**src/rtl/shift_reg_piso_tx_if.sv**
```systemverilog
// Handshake and serial-output bundle for shift_reg_piso_tx.
// The master side supplies words; the slave (transmitter) drives the serial outputs.
interface shift_reg_piso_tx_if #(
  parameter int N = 8
);
  logic         load;
  logic [N-1:0] d;
  logic         msb_first;
  logic         ready;
  logic         busy;
  logic         sd;
  logic         sd_valid;
  logic         done;

  modport master (
    output load, d, msb_first,
    input  ready, busy, sd, sd_valid, done
  );

  modport slave (
    input  load, d, msb_first,
    output ready, busy, sd, sd_valid, done
  );
endinterface

```
**src/rtl/shift_reg_piso_tx.sv**
```systemverilog
// Parallel-in/serial-out frame transmitter: start, N data bits, [parity], stop.
// Optional even-parity bit is enabled by defining SHIFT_REG_PISO_TX_PARITY_EN.
module shift_reg_piso_tx #(
  parameter int N       = 8,
  parameter int CLK_DIV = 4
) (
  input  logic                  i_clk,
  input  logic                  i_rst,
  input  logic                  i_syn_clr,
  shift_reg_piso_tx_if.slave    bus
);

  localparam int DIV_W = (CLK_DIV > 1) ? $clog2(CLK_DIV) : 1;
  localparam int CNT_W = $clog2(N);
  localparam logic [DIV_W-1:0] DIV_LAST = DIV_W'(CLK_DIV - 1);
  localparam logic [DIV_W-1:0] DIV_PRE  = DIV_W'((CLK_DIV > 1) ? (CLK_DIV - 2) : 0);
  localparam logic [CNT_W-1:0] CNT_LAST = CNT_W'(N - 1);
  localparam logic             DONE_ON_ENTRY = (CLK_DIV == 1);

  typedef enum logic [2:0] {
    S_IDLE   = 3'd0,
    S_START  = 3'd1,
    S_DATA   = 3'd2,
`ifdef SHIFT_REG_PISO_TX_PARITY_EN
    S_PARITY = 3'd3,
`endif
    S_STOP   = 3'd4
  } state_t;

  state_t           r_state;
  logic [N-1:0]     r_sr;
  logic             r_msb;
  logic [DIV_W-1:0] r_div;
  logic [CNT_W-1:0] r_cnt;
  logic             r_sd;
  logic             r_sd_valid;
  logic             r_done;
`ifdef SHIFT_REG_PISO_TX_PARITY_EN
  logic             r_par;
`endif

  logic             w_tick;
  logic             w_end_bit;
  logic [N-1:0]     w_sr_shift;

  // The bit to send next always sits at the outgoing end of the shift register.
  assign w_tick     = (r_div == DIV_LAST);
  assign w_end_bit  = r_msb ? r_sr[N-1] : r_sr[0];
  assign w_sr_shift = r_msb ? {r_sr[N-2:0], 1'b0} : {1'b0, r_sr[N-1:1]};

  // Frame sequencer with registered serial outputs.
  always_ff @(posedge i_clk or negedge i_rst) begin
    if (!i_rst) begin
      r_state    <= S_IDLE;
      r_sr       <= '0;
      r_msb      <= 1'b0;
      r_div      <= '0;
      r_cnt      <= '0;
      r_sd       <= 1'b1;
      r_sd_valid <= 1'b0;
      r_done     <= 1'b0;
`ifdef SHIFT_REG_PISO_TX_PARITY_EN
      r_par      <= 1'b0;
`endif
    end else if (i_syn_clr) begin
      r_state    <= S_IDLE;
      r_sr       <= '0;
      r_msb      <= 1'b0;
      r_div      <= '0;
      r_cnt      <= '0;
      r_sd       <= 1'b1;
      r_sd_valid <= 1'b0;
      r_done     <= 1'b0;
`ifdef SHIFT_REG_PISO_TX_PARITY_EN
      r_par      <= 1'b0;
`endif
    end else begin
      r_done <= 1'b0;
      case (r_state)
        S_IDLE: begin
          if (bus.load) begin
            r_sr    <= bus.d;
            r_msb   <= bus.msb_first;
`ifdef SHIFT_REG_PISO_TX_PARITY_EN
            r_par   <= ^bus.d;
`endif
            r_state <= S_START;
            r_sd    <= 1'b0;
            r_div   <= '0;
            r_cnt   <= '0;
          end else begin
            r_sd       <= 1'b1;
            r_sd_valid <= 1'b0;
          end
        end
        S_START: begin
          if (w_tick) begin
            r_div      <= '0;
            r_state    <= S_DATA;
            r_sd       <= w_end_bit;
            r_sd_valid <= 1'b1;
            r_sr       <= w_sr_shift;
          end else begin
            r_div <= r_div + 1'b1;
          end
        end
        S_DATA: begin
          if (w_tick) begin
            r_div <= '0;
            if (r_cnt == CNT_LAST) begin
              r_sd_valid <= 1'b0;
`ifdef SHIFT_REG_PISO_TX_PARITY_EN
              r_state    <= S_PARITY;
              r_sd       <= r_par;
`else
              r_state    <= S_STOP;
              r_sd       <= 1'b1;
              r_done     <= DONE_ON_ENTRY;
`endif
            end else begin
              r_cnt <= r_cnt + 1'b1;
              r_sd  <= w_end_bit;
              r_sr  <= w_sr_shift;
            end
          end else begin
            r_div <= r_div + 1'b1;
          end
        end
`ifdef SHIFT_REG_PISO_TX_PARITY_EN
        S_PARITY: begin
          if (w_tick) begin
            r_div   <= '0;
            r_state <= S_STOP;
            r_sd    <= 1'b1;
            r_done  <= DONE_ON_ENTRY;
          end else begin
            r_div <= r_div + 1'b1;
          end
        end
`endif
        S_STOP: begin
          // done is raised one edge early so it lands on the final stop cycle.
          if (w_tick) begin
            r_div   <= '0;
            r_state <= S_IDLE;
            r_sd    <= 1'b1;
          end else begin
            r_div  <= r_div + 1'b1;
            r_done <= (r_div == DIV_PRE);
          end
        end
        default: begin
          r_state    <= S_IDLE;
          r_div      <= '0;
          r_cnt      <= '0;
          r_sd       <= 1'b1;
          r_sd_valid <= 1'b0;
        end
      endcase
    end
  end

  assign bus.ready    = (r_state == S_IDLE);
  assign bus.busy     = (r_state != S_IDLE);
  assign bus.sd       = r_sd;
  assign bus.sd_valid = r_sd_valid;
  assign bus.done     = r_done;

endmodule

```
**src/flat_wrapper.sv**
```systemverilog
// flat-port wrapper written by rule: the top's interface ports become plain ports
module shift_reg_piso_tx_flat 
#(
  parameter int N       = 8,
  parameter int CLK_DIV = 4
)
  (i_clk, i_rst, i_syn_clr, bus_load, bus_d, bus_msb_first, bus_ready, bus_busy, bus_sd, bus_sd_valid, bus_done);
  shift_reg_piso_tx_if #(.N(N)) bus_i ();
  input  logic i_clk;
  input  logic i_rst;
  input  logic i_syn_clr;
  input wire logic [$bits(bus_i.load)-1:0] bus_load;
  input wire logic [$bits(bus_i.d)-1:0] bus_d;
  input wire logic [$bits(bus_i.msb_first)-1:0] bus_msb_first;
  output wire logic [$bits(bus_i.ready)-1:0] bus_ready;
  output wire logic [$bits(bus_i.busy)-1:0] bus_busy;
  output wire logic [$bits(bus_i.sd)-1:0] bus_sd;
  output wire logic [$bits(bus_i.sd_valid)-1:0] bus_sd_valid;
  output wire logic [$bits(bus_i.done)-1:0] bus_done;
  assign bus_i.load = bus_load;
  assign bus_i.d = bus_d;
  assign bus_i.msb_first = bus_msb_first;
  assign bus_ready = bus_i.ready;
  assign bus_busy = bus_i.busy;
  assign bus_sd = bus_i.sd;
  assign bus_sd_valid = bus_i.sd_valid;
  assign bus_done = bus_i.done;
  shift_reg_piso_tx #(.N(N), .CLK_DIV(CLK_DIV)) u_core (.i_clk(i_clk), .i_rst(i_rst), .i_syn_clr(i_syn_clr), .bus(bus_i));
endmodule
```
**config.mk**
```make
export PLATFORM = sky130hd
export DESIGN_NAME = shift_reg_piso_tx_flat
export DESIGN_NICKNAME = d
export VERILOG_FILES = /design/src/rtl/shift_reg_piso_tx_if.sv /design/src/rtl/shift_reg_piso_tx.sv /design/src/flat_wrapper.sv
export SDC_FILE = /design/constraint.sdc
export NUM_CORES = 1
export LEC_CHECK = 0
export ABC_AREA = 1
export BUFFER_PORTS_ARGS = -buffer_cell sky130_fd_sc_hd__buf_2
export CAP_MARGIN = 20
export CORE_UTILIZATION = 55
export DETAILED_ROUTE_END_ITERATION = 7
export PLACE_DENSITY = 0.81
export SYNTH_ARGS = -nofsm -noshare
export SYNTH_HDL_FRONTEND = slang
export SYNTH_SLANG_ARGS = --single-unit
```
**constraint.sdc**
```tcl
create_clock -name i_clk -period 3.6 [get_ports i_clk]
set_clock_uncertainty 0.1 [all_clocks]
set_input_delay 0.18 -clock i_clk [delete_from_list [all_inputs] [get_ports i_clk]]
set_output_delay 0.18 -clock i_clk [all_outputs]
set_load 0.02 [all_outputs]
```
==> flow_metrics.env <==
export IMPL_outcome="finished clean"
export IMPL_grt_ovfl_total=0
export IMPL_cts_repair_resized=0
export IMPL_power_per_cell_area_nw_per_um2=356
export IMPL_clock_tree_root_cell="clkbuf_4"
export IMPL_grt_pass1_vias=1125
export IMPL_relSlewSlack=0.599
export IMPL_antenna_cells=0
export IMPL_syn_area_um2=1300
export IMPL_arrival_ns=2.05
export IMPL_ys_seq_area_frac=0.385
export IMPL_final_hold_viol_count=0
export IMPL_dp_hpwl_mm=2.16
export IMPL_die_h_um=50.7
export IMPL_numClockSinks=20
export IMPL_synth_nets=206
export IMPL_viasPerCell=5.43
export IMPL_fp_dieArea_um2=2570
export IMPL_cap_violations=0
export IMPL_layout_area_overhead_vs_synth_pct=10.8
export IMPL_fill_cells=196
export IMPL_min_period_over_period=0.529
export IMPL_power_leakage_nw=0.824
export IMPL_ys_ff_latch=20
export IMPL_antenna_left=0
export IMPL_start_util=0.589
export IMPL_cts_buffer_depth=2
export IMPL_setup_viol=0
export IMPL_clock_latency_ns=0.30
export IMPL_wl_mm=2.91
export IMPL_grt_max_degree=21
export IMPL_ys_warn_count=0
export IMPL_p_switching_w=0.000177
export IMPL_gp_congestion=1.03
export IMPL_p_sw_frac=0.344
export IMPL_rsz0062_at_grt="no"
export IMPL_io_pin_count=18
export IMPL_antenna_found_initial=0
export IMPL_drc=0
export IMPL_clk_pin_slew_worst_paths_ns=0.11
export IMPL_cp_data_required_time_ns=3.74
export IMPL_avgRoutedWirePerCell_um=12.3
export IMPL_crit_path_max_fanout=20
export IMPL_port_buffers=17
export IMPL_rows=17
export IMPL_end_kind="flip-flop"
export IMPL_drv_slew=0
export IMPL_nNetsFinal=226
export IMPL_worstHoldPathType="in2reg"
export IMPL_tightest_slew_ns=0.600
export IMPL_die_w_um=50.7
export IMPL_finalSetupTns_ns=0
export IMPL_fmax_mhz=525
export IMPL_synth_area_per_cell_um2=6.89
export IMPL_ys_types=22
export IMPL_worstSetupPathType="in2reg"
export IMPL_drt_pass1_iterations=4
export IMPL_ir_worst_vdd_mv=0.263
export IMPL_start_kind="input port"
export IMPL_comb_power_share=0.264
export IMPL_synthCells=189
export IMPL_final_common_cell="nand2_1"
export IMPL_period_needed_ns=1.91
export IMPL_hold_worst_slack_ns=0.00691
export IMPL_cts_made_buffers=3
export IMPL_h_tree_depth=1
export IMPL_p_int_w=0.000336
export IMPL_grt_pass1_wl_mm=4.99
export IMPL_power_frac_clock=0.215
export IMPL_core_area_um2=2210
export IMPL_drive_above_1_share=0.173
export IMPL_most_common_layout_cells="nand2_1 (66), nor2_1 (23), inv_1 (21)"
export IMPL_seq_power_share=0.521
export IMPL_cts_tree="yes"
export IMPL_drt_iter0_drc=46
export IMPL_vias=1282
export IMPL_gr_usage_all_layers=0.262
[synth_stat cells, drive strengths merged]
cell / count / area (um^2)
buf: 4 / 26.3
dfrtp: 19 / 475
dfstp: 1 / 26.3
ha: 4 / 50.1
inv: 24 / 92.6
nand2: 71 / 289
nand3: 12 / 75.1
nand3b: 2 / 15.0
nand4: 5 / 31.3
nor2: 27 / 116
o211ai: 1 / 7.51
o21ai: 18 / 90.1
o31ai: 1 / 7.51
[power groups by stage]
stage	Combinational [W]	Sequential, W	Clock (W)
after floorplan	0.000101	0.000266	0
after global placement	0.000129	0.000270	0
final	0.000136	0.000267	0.000110
after CTS	0.000136	0.000266	0.000114
after detailed placement	0.000133	0.000271	0
after global routing	0.000155	0.000270	0.000121
[registers in the layout, summed over array words and instances, names as in the netlist]
| signal | flops |
|---|---|
| u_core.r_sr | 8 |
| u_core.r_cnt | 3 |
| u_core.r_state | 3 |
| u_core.r_div | 2 |
| u_core.bus.done | 1 |
| u_core.bus.sd | 1 |
| u_core.bus.sd_valid | 1 |
| u_core.r_msb | 1 |
[worst paths after layout]
check                                                    from                           to  slack [ns]  depth (start not counted)
worst max-delay path                                i_syn_clr   u_core.r_sr[7]$_DFFE_PN0P_        1.69                         11
worst min-delay path                            bus_msb_first     u_core.r_msb$_DFFE_PN0P_       0.007                          3
worst max register to register  u_core.r_state[0]$_DFFE_PN0P_  u_core.r_div[0]$_DFFE_PN0N_        1.86                          7
worst min register to register     u_core.r_sr[1]$_DFFE_PN0P_   u_core.r_sr[1]$_DFFE_PN0P_        0.39                          2
max in group asynchronous                               i_rst    u_core.bus.sd$_DFFE_PN1P_        2.82                          2
min in group asynchronous                               i_rst     u_core.r_msb$_DFFE_PN0P_        0.24                          2
[stage by stage]
step | std cells | power (W) | area, um^2 | setup WS, ns | util
2_1_floorplan | 189 | 0.000367 | 1300 | 2.12 | -
3_3_place_gp | 230 | 0.000400 | 1400 | 1.95 | 0.631
3_5_place_dp | 230 | 0.000404 | 1400 | 1.89 | 0.631
4_1_cts | 236 | 0.000516 | 1440 | 1.70 | 0.652
5_1_grt | 236 | 0.000546 | 1440 | 1.52 | 0.652
6_report | 236 | 0.000513 | 1440 | 1.69 | 0.652
[kinds of logic after synthesis]
kind of cell,Yosys count,synth area share
compound gates,20,0.0807
fa+ha+maj,4,0.0384
buf+inv,28,0.0913
flops,20,0.385
simple gates,117,0.404
[routing by layer]
metal	up-vias	wire [um]	global-route usage	share of wire
li1	635	-	-	-
met1	585	1230	0.324	0.42
met2	49	1440	0.440	0.49
met3	13	140	0.0394	0.048
met4	0	98	0.134	0.034
met5	-	0	0	0
[timing repair]
action,CTS,global route
hold buffers,2,0
buffers inserted,0,0
hold endpoints to repair,20,0
[worst max-delay path, cell delays in order]
cell and delay [ns]:
dlygate4sd3_1 0.53, buf_2 0.13, inv_1 0.44, nand3_2 0.18, inv_2 0.15, nand2_2 0.07, nand2_4 0.09, inv_4 0.06
nand2_4 0.10, nand2_1 0.06, nand2_1 0.06
[area by class of cell]
type,count,area (um^2),share of cell area
repair buffers,19,105,0.0729
flip-flops and latches,20,502,0.348
well taps,28,35.0,0.0243
multi-input cells,141,682,0.473
inverters,24,92.6,0.0642
clock buffers,4,26.3,0.0182
(Power assumes the default switching activity.)
